File: src/rtl/rom_port_arbiter.sv
`default_nettype none
// ============================================================================
// Module   : rom_port_arbiter
// Purpose  : Shares the single byte-wide boot ROM read port between two
//            requesters (m0 = WASM section loader, m1 = instruction fetch).
//            One byte per transaction; the address is captured at grant and
//            completion is a 1-cycle ready (or err on watchdog abort) pulse
//            back to the granted requester.
// Ports    : clk, rst                 - clock, synchronous active-high reset
//            m0_read_en/m0_addr       - m0 request and byte address
//            m0_ready/m0_data/m0_err  - m0 completion pulse, held byte, abort
//            m1_*                     - identical set for m1
//            rom_addr/rom_read_en     - ROM request
//            rom_ready/rom_data_out   - ROM response
//            arb_busy/arb_grant       - transaction in flight / last winner
// Config   : ROM_ARB_RR_EN defined   -> strict alternation on ties
//            ROM_ARB_RR_EN undefined -> m0 fixed priority with BURST_MAX limit
// Revision : 1.0 - initial release
// ============================================================================
module rom_port_arbiter #(
    parameter int ADDR_W    = 32,
    parameter int DATA_W    = 8,
    parameter int TIMEOUT   = 255,
    parameter int BURST_MAX = 16
) (
    input  logic              clk,
    input  logic              rst,
    input  logic              m0_read_en,
    input  logic [ADDR_W-1:0] m0_addr,
    output logic              m0_ready,
    output logic [DATA_W-1:0] m0_data,
    output logic              m0_err,
    input  logic              m1_read_en,
    input  logic [ADDR_W-1:0] m1_addr,
    output logic              m1_ready,
    output logic [DATA_W-1:0] m1_data,
    output logic              m1_err,
    output logic [ADDR_W-1:0] rom_addr,
    output logic              rom_read_en,
    input  logic              rom_ready,
    input  logic [DATA_W-1:0] rom_data_out,
    output logic              arb_busy,
    output logic              arb_grant
);

    localparam logic [1:0] c_ST_IDLE    = 2'd0;
    localparam logic [1:0] c_ST_WAIT    = 2'd1;
    localparam logic [1:0] c_ST_RELEASE = 2'd2;

    // Watchdog counts 0..TIMEOUT-1 while waiting.
    localparam int              c_WD_W    = (TIMEOUT > 1) ? $clog2(TIMEOUT) : 1;
    localparam logic [c_WD_W-1:0] c_WD_LAST = c_WD_W'(TIMEOUT - 1);

    logic [1:0]        r_state,       w_state_nxt;
    logic [ADDR_W-1:0] r_rom_addr,    w_rom_addr_nxt;
    logic              r_rom_read_en, w_rom_read_en_nxt;
    logic              r_grant,       w_grant_nxt;
    logic [DATA_W-1:0] r_m0_data,     w_m0_data_nxt;
    logic [DATA_W-1:0] r_m1_data,     w_m1_data_nxt;
    logic              r_m0_ready,    w_m0_ready_nxt;
    logic              r_m1_ready,    w_m1_ready_nxt;
    logic              r_m0_err,      w_m0_err_nxt;
    logic              r_m1_err,      w_m1_err_nxt;
    logic [c_WD_W-1:0] r_wd_cnt,      w_wd_cnt_nxt;
    logic              w_win;

`ifndef ROM_ARB_RR_EN
    localparam int                c_BC_W      = (BURST_MAX > 0) ? $clog2(BURST_MAX + 1) : 1;
    localparam logic [c_BC_W-1:0] c_BURST_MAX = c_BC_W'(BURST_MAX);
    logic [c_BC_W-1:0] r_burst_cnt, w_burst_cnt_nxt;
`endif

    // Winner when the arbiter is idle. A lone requester always wins; only
    // ties depend on the arbitration mode.
    always_comb begin
        w_win = m1_read_en;
        if (m0_read_en && m1_read_en) begin
`ifdef ROM_ARB_RR_EN
            w_win = ~r_grant;
`else
            // m0 keeps winning until it has taken BURST_MAX grants in a row
            // over a waiting m1.
            w_win = (r_burst_cnt == c_BURST_MAX);
`endif
        end
    end

    always_comb begin
        w_state_nxt       = r_state;
        w_rom_addr_nxt    = r_rom_addr;
        w_rom_read_en_nxt = r_rom_read_en;
        w_grant_nxt       = r_grant;
        w_m0_data_nxt     = r_m0_data;
        w_m1_data_nxt     = r_m1_data;
        w_m0_ready_nxt    = 1'b0;
        w_m1_ready_nxt    = 1'b0;
        w_m0_err_nxt      = 1'b0;
        w_m1_err_nxt      = 1'b0;
        w_wd_cnt_nxt      = r_wd_cnt;
`ifndef ROM_ARB_RR_EN
        w_burst_cnt_nxt   = r_burst_cnt;
`endif

        case (r_state)
            c_ST_IDLE: begin
                if (m0_read_en || m1_read_en) begin
                    w_grant_nxt       = w_win;
                    w_rom_addr_nxt    = w_win ? m1_addr : m0_addr;
                    w_rom_read_en_nxt = 1'b1;
                    w_wd_cnt_nxt      = '0;
                    w_state_nxt       = c_ST_WAIT;
`ifndef ROM_ARB_RR_EN
                    // Only m0 grants over a pending m1 extend the burst.
                    if (!w_win && m1_read_en) begin
                        w_burst_cnt_nxt = r_burst_cnt + 1'b1;
                    end else begin
                        w_burst_cnt_nxt = '0;
                    end
`endif
                end
            end

            c_ST_WAIT: begin
                if (rom_ready) begin
                    if (r_grant) begin
                        w_m1_data_nxt  = rom_data_out;
                        w_m1_ready_nxt = 1'b1;
                    end else begin
                        w_m0_data_nxt  = rom_data_out;
                        w_m0_ready_nxt = 1'b1;
                    end
                    w_rom_read_en_nxt = 1'b0;
                    w_state_nxt       = c_ST_RELEASE;
                end else if (r_wd_cnt == c_WD_LAST) begin
                    w_m1_err_nxt      = r_grant;
                    w_m0_err_nxt      = ~r_grant;
                    w_rom_read_en_nxt = 1'b0;
                    w_state_nxt       = c_ST_RELEASE;
                end else begin
                    w_wd_cnt_nxt = r_wd_cnt + 1'b1;
                end
            end

            c_ST_RELEASE: begin
                // Let the ROM drop its ready before the next grant so a stale
                // ready can never complete the following transaction.
                if (!rom_ready) begin
                    w_state_nxt = c_ST_IDLE;
                end
            end

            default: begin
                w_state_nxt       = c_ST_IDLE;
                w_rom_read_en_nxt = 1'b0;
            end
        endcase
    end

    always_ff @(posedge clk) begin
        if (rst) begin
            r_state       <= c_ST_IDLE;
            r_rom_addr    <= '0;
            r_rom_read_en <= 1'b0;
            r_grant       <= 1'b1;   // m0 wins the first alternation decision
            r_m0_data     <= '0;
            r_m1_data     <= '0;
            r_m0_ready    <= 1'b0;
            r_m1_ready    <= 1'b0;
            r_m0_err      <= 1'b0;
            r_m1_err      <= 1'b0;
            r_wd_cnt      <= '0;
`ifndef ROM_ARB_RR_EN
            r_burst_cnt   <= '0;
`endif
        end else begin
            r_state       <= w_state_nxt;
            r_rom_addr    <= w_rom_addr_nxt;
            r_rom_read_en <= w_rom_read_en_nxt;
            r_grant       <= w_grant_nxt;
            r_m0_data     <= w_m0_data_nxt;
            r_m1_data     <= w_m1_data_nxt;
            r_m0_ready    <= w_m0_ready_nxt;
            r_m1_ready    <= w_m1_ready_nxt;
            r_m0_err      <= w_m0_err_nxt;
            r_m1_err      <= w_m1_err_nxt;
            r_wd_cnt      <= w_wd_cnt_nxt;
`ifndef ROM_ARB_RR_EN
            r_burst_cnt   <= w_burst_cnt_nxt;
`endif
        end
    end

    assign rom_addr    = r_rom_addr;
    assign rom_read_en = r_rom_read_en;
    assign m0_ready    = r_m0_ready;
    assign m0_data     = r_m0_data;
    assign m0_err      = r_m0_err;
    assign m1_ready    = r_m1_ready;
    assign m1_data     = r_m1_data;
    assign m1_err      = r_m1_err;
    assign arb_busy    = (r_state != c_ST_IDLE);
    assign arb_grant   = r_grant;

endmodule
`default_nettype wire

File: config.mk
export PLATFORM = sky130hd
export DESIGN_NAME = rom_port_arbiter
export DESIGN_NICKNAME = d
export VERILOG_FILES = /design/src/rtl/rom_port_arbiter.sv
export SDC_FILE = /design/constraint.sdc
export NUM_CORES = 1
export LEC_CHECK = 0
export BUFFER_PORTS_ARGS = -buffer_cell sky130_fd_sc_hd__buf_2
export CAP_MARGIN = 0
export CORE_MARGIN = 3
export CORE_UTILIZATION = 40
export DETAILED_ROUTE_END_ITERATION = 6
export PLACE_DENSITY = 0.78
export SYNTH_ARGS = -nofsm -noshare
export SYNTH_HDL_FRONTEND = slang
export SYNTH_SLANG_ARGS = --single-unit
File: constraint.sdc
create_clock -name clk -period 2 [get_ports clk]
set_input_delay 0.2 -clock clk [delete_from_list [all_inputs] [get_ports clk]]
set_output_delay 0.2 -clock clk [all_outputs]
set_load 0.03 [all_outputs]
==> impl_metrics.toml <==
[status]
outcome = "finished clean"

[global_routing]
grt_usage = 0.193
antenna_found_initial = 0
grt-ovfl-total = 0
number_of_global_route_vias_before_repair = 2970
pin_count_of_the_biggest_net_entering_global_routing = 49
grt_pass1_wl_mm = 13.3

[yosys]
synth.yosys.seq_area_share = 0.466
synth_area_per_cell_um2 = 8.03
synth.top_cells.by_count = "sky130_fd_sc_hd__nand2_1, sky130_fd_sc_hd__dfxtp_1, sky130_fd_sc_hd__o21ai_1, sky130_fd_sc_hd__a31oi_1, sky130_fd_sc_hd__a21oi_1"
post_synth_main_area_contributors = "sky130_fd_sc_hd__dfxtp_1, sky130_fd_sc_hd__nand2_1, sky130_fd_sc_hd__a31oi_1"
synth_edf_count = 0
async_reset_ff_frac = 0
synth.top_cell.area_share = 0.466
post-synth-top-count-cell = "sky130_fd_sc_hd__nand2_1"
yosysWarnings = 0
synth.cell_area_um2 = 2960
synthCells = 369
post-synth-top-area-cell = "sky130_fd_sc_hd__dfxtp_1"
synthesis.nets = 450
ys_seq_elements = 69
synth_ff_type = "sky130_fd_sc_hd__dfxtp_1"
netlist-cell-type-count = 48

[sta]
min_period_over_period = 0.856
final.setup_skew_ps = 15.5
slew_headroom = 0.654
setup_viol = 0
maxClockFrequency_ghz = 0.584
finalHoldWorstSlack_ps = 102
hold_violation_count_in_the_final_report = 0
tightest_slew_ps = 516
min_period_ps = 1710
final.setup.worst_slack_ps = 288
drv_slew = 0
setup-tns-final_ps = 0
unrepaired_setup_endpoints_after_global_routing = "no"

[critical_path]
startpoint_type = "register"
timing_worst_setup_path_type = "register to register"
capture_point_of_the_worst_reg_to_reg_path = "r_wd_cnt[1]$_SDFFE_PP0P_"
timing.rr.start = "r_wd_cnt[0]$_SDFFE_PP0P_"
reg2reg_slack_ps = 290
r2r_cells = 6
critPathMaxFanout = 9
crit_path_start = "r_wd_cnt[0]$_SDFFE_PP0P_"
worst-endpoint-required_ps = 2260
timing.critical_path.arrival_ps = 1970
cp-end-kind = "register"
crit_end = "r_wd_cnt[1]$_SDFFE_PP0P_"

[die]
core_um2 = 6980
std_cell_rows = 30
die_w_um = 92.1
fp.dieArea_um2 = 8480
floorplan.initialDensity = 0.425
floorplan.io_pins = 132
fp.dieH_um = 92.1

[cts]
cts_made_buffers = 9
ctsResizeCount = 0
clock_insertion_delay_worst_skew_ps = 340
clk_pin_slew_ps = 80
cts_tree = "built"
clock_tree.htree_level_count = 3
clock-root-buffer = "sky130_fd_sc_hd__clkbuf_8"
cts_setup_buffers = 0
cts_hold_repair.buffers = 0
numClockSinks = 69
ctsLongestPathBuffers = 2

[final_layout]
stdcell_area_um2 = 3920
antennaDiodeCount = 0
layout.filler_cells = 678
drive_above_1_share = 0.329
nets = 575
synthToLayoutAreaGrowth_pct = 32.1

[pwr]
power.total_mw = 3.63
power.ir.vdd_worst_uv = 448
leakagePower_nw = 1.78
power_per_cell_area_nw_per_um2 = 928

[detailed_routing]
route.detailed.vias_per_inst = 5.06
overall_via_count_from_detail_route = 3008
drt_iter0_markers = 153
drt_wl_total_mm = 7.97
routedWlPerCell_um = 13.4
detail_route.drc_violations = 0
drt.antenna.violating_nets = 0
drtPass1Iterations = 6

[placed_design]
preCtsSetupSlack_ps = 345
buffer_ports.inserted = 131
routabilityCongestion = 0.865
dpl.hpwl_mm = 5.87
postPlaceCellArea_um2 = 3670

[hold_path]
min-delay-path-class = "input pin to register"

[flow_run]
max_cap_viol = 0
per-layer routing:
metal,wire (µm),global-route usage,up-vias
met3,619,0.0541,19
met2,3880,0.335,112
met5,0,0,-
met4,173,0.0854,0
met1,3290,0.220,1345
li1,-,-,1532
metrics by stage:
step	instances	util
4_1_cts	595	0.561
3_5_place_dp	579	0.526
5_1_grt	595	0.561
2_1_floorplan	369	-
6_report	595	0.561
3_3_place_gp	579	0.526
cell families (layout without fill, tap and decap cells):
group	count (synthesis)	count (layout)	share of synthesized area
buffers and inverters	30	160	0.0511
adder cells (fa/ha/maj)	4	4	0.0169
AND/OR/NAND/NOR	149	149	0.233
flip-flops	69	69	0.466
XOR/XNOR	4	4	0.0118
AO/OA/AOI/OAI	113	113	0.221
worst min-delay path by stage:
stage | startpoint | endpoint | slack [ps] | cells past startpoint
floorplan | rom_data_out[0] | m0_data[0]$_SDFFE_PP0P_ | 340 | 2
global placement | m0_data[3]$_SDFFE_PP0P_ | m0_data[3]$_SDFFE_PP0P_ | 440 | 2
detailed placement | m1_data[4]$_SDFFE_PP0P_ | m1_data[4]$_SDFFE_PP0P_ | 440 | 2
CTS | rom_data_out[0] | m0_data[0]$_SDFFE_PP0P_ | 90 | 3
global route | rom_data_out[0] | m0_data[0]$_SDFFE_PP0P_ | 90 | 3
finish | rom_data_out[2] | m1_data[2]$_SDFFE_PP0P_ | 100 | 3
area by class of cell:
cell class,count,area (µm²),share of cell area
Multi-Input combinational cell,270,1430,0.365
Clock buffer,9,124,0.0316
Timing Repair Buffer,137,713,0.182
Tap cell,96,120,0.0307
Sequential cell,69,1380,0.353
Clock inverter,7,120,0.0307
Inverter,7,26.3,0.00671
critical path, cell delays in order, from the launching register on:
cell and delay [ps]:
sky130_fd_sc_hd__dfxtp_1 420, sky130_fd_sc_hd__inv_1 100, sky130_fd_sc_hd__ha_1 220, sky130_fd_sc_hd__nand3_1 170
sky130_fd_sc_hd__nor3_4 90, sky130_fd_sc_hd__or4_1 480, sky130_fd_sc_hd__a21oi_1 160
sequential cells by signal, indices dropped and copies added, names as in the netlist:
signal,flops
rom_addr,32
m0_data,8
m1_data,8
r_wd_cnt,8
r_burst_cnt,5
r_state,2
arb_grant,1
m0_err,1
m0_ready,1
m1_err,1
m1_ready,1
rom_read_en,1
layout by cell type, fill, tap and decap left out, drive strengths merged, types with 3 or more instances in the layout:
master / synthesis / layout
clkbuf: 5 / 9
inv: 7 / 9
bufinv: 0 / 3
and2: 3 / 3
o21ai: 40 / 40
buf: 18 / 137
nand3: 8 / 8
nor3: 4 / 4
o31ai: 3 / 3
a21oi: 28 / 28
a31oi: 33 / 33
nor2: 15 / 15
nand2: 100 / 100
dfxtp: 69 / 69
nand4: 3 / 3
ha: 4 / 4
or2: 3 / 3
where the power goes:
part	leakage (nW)	internal, mW	switching, mW
registers	0.566	1.48	0.0607
logic	1.09	0.238	0.471
clock network	0.120	0.835	0.552
total	1.78	2.55	1.08
(Power assumes the default switching activity.)
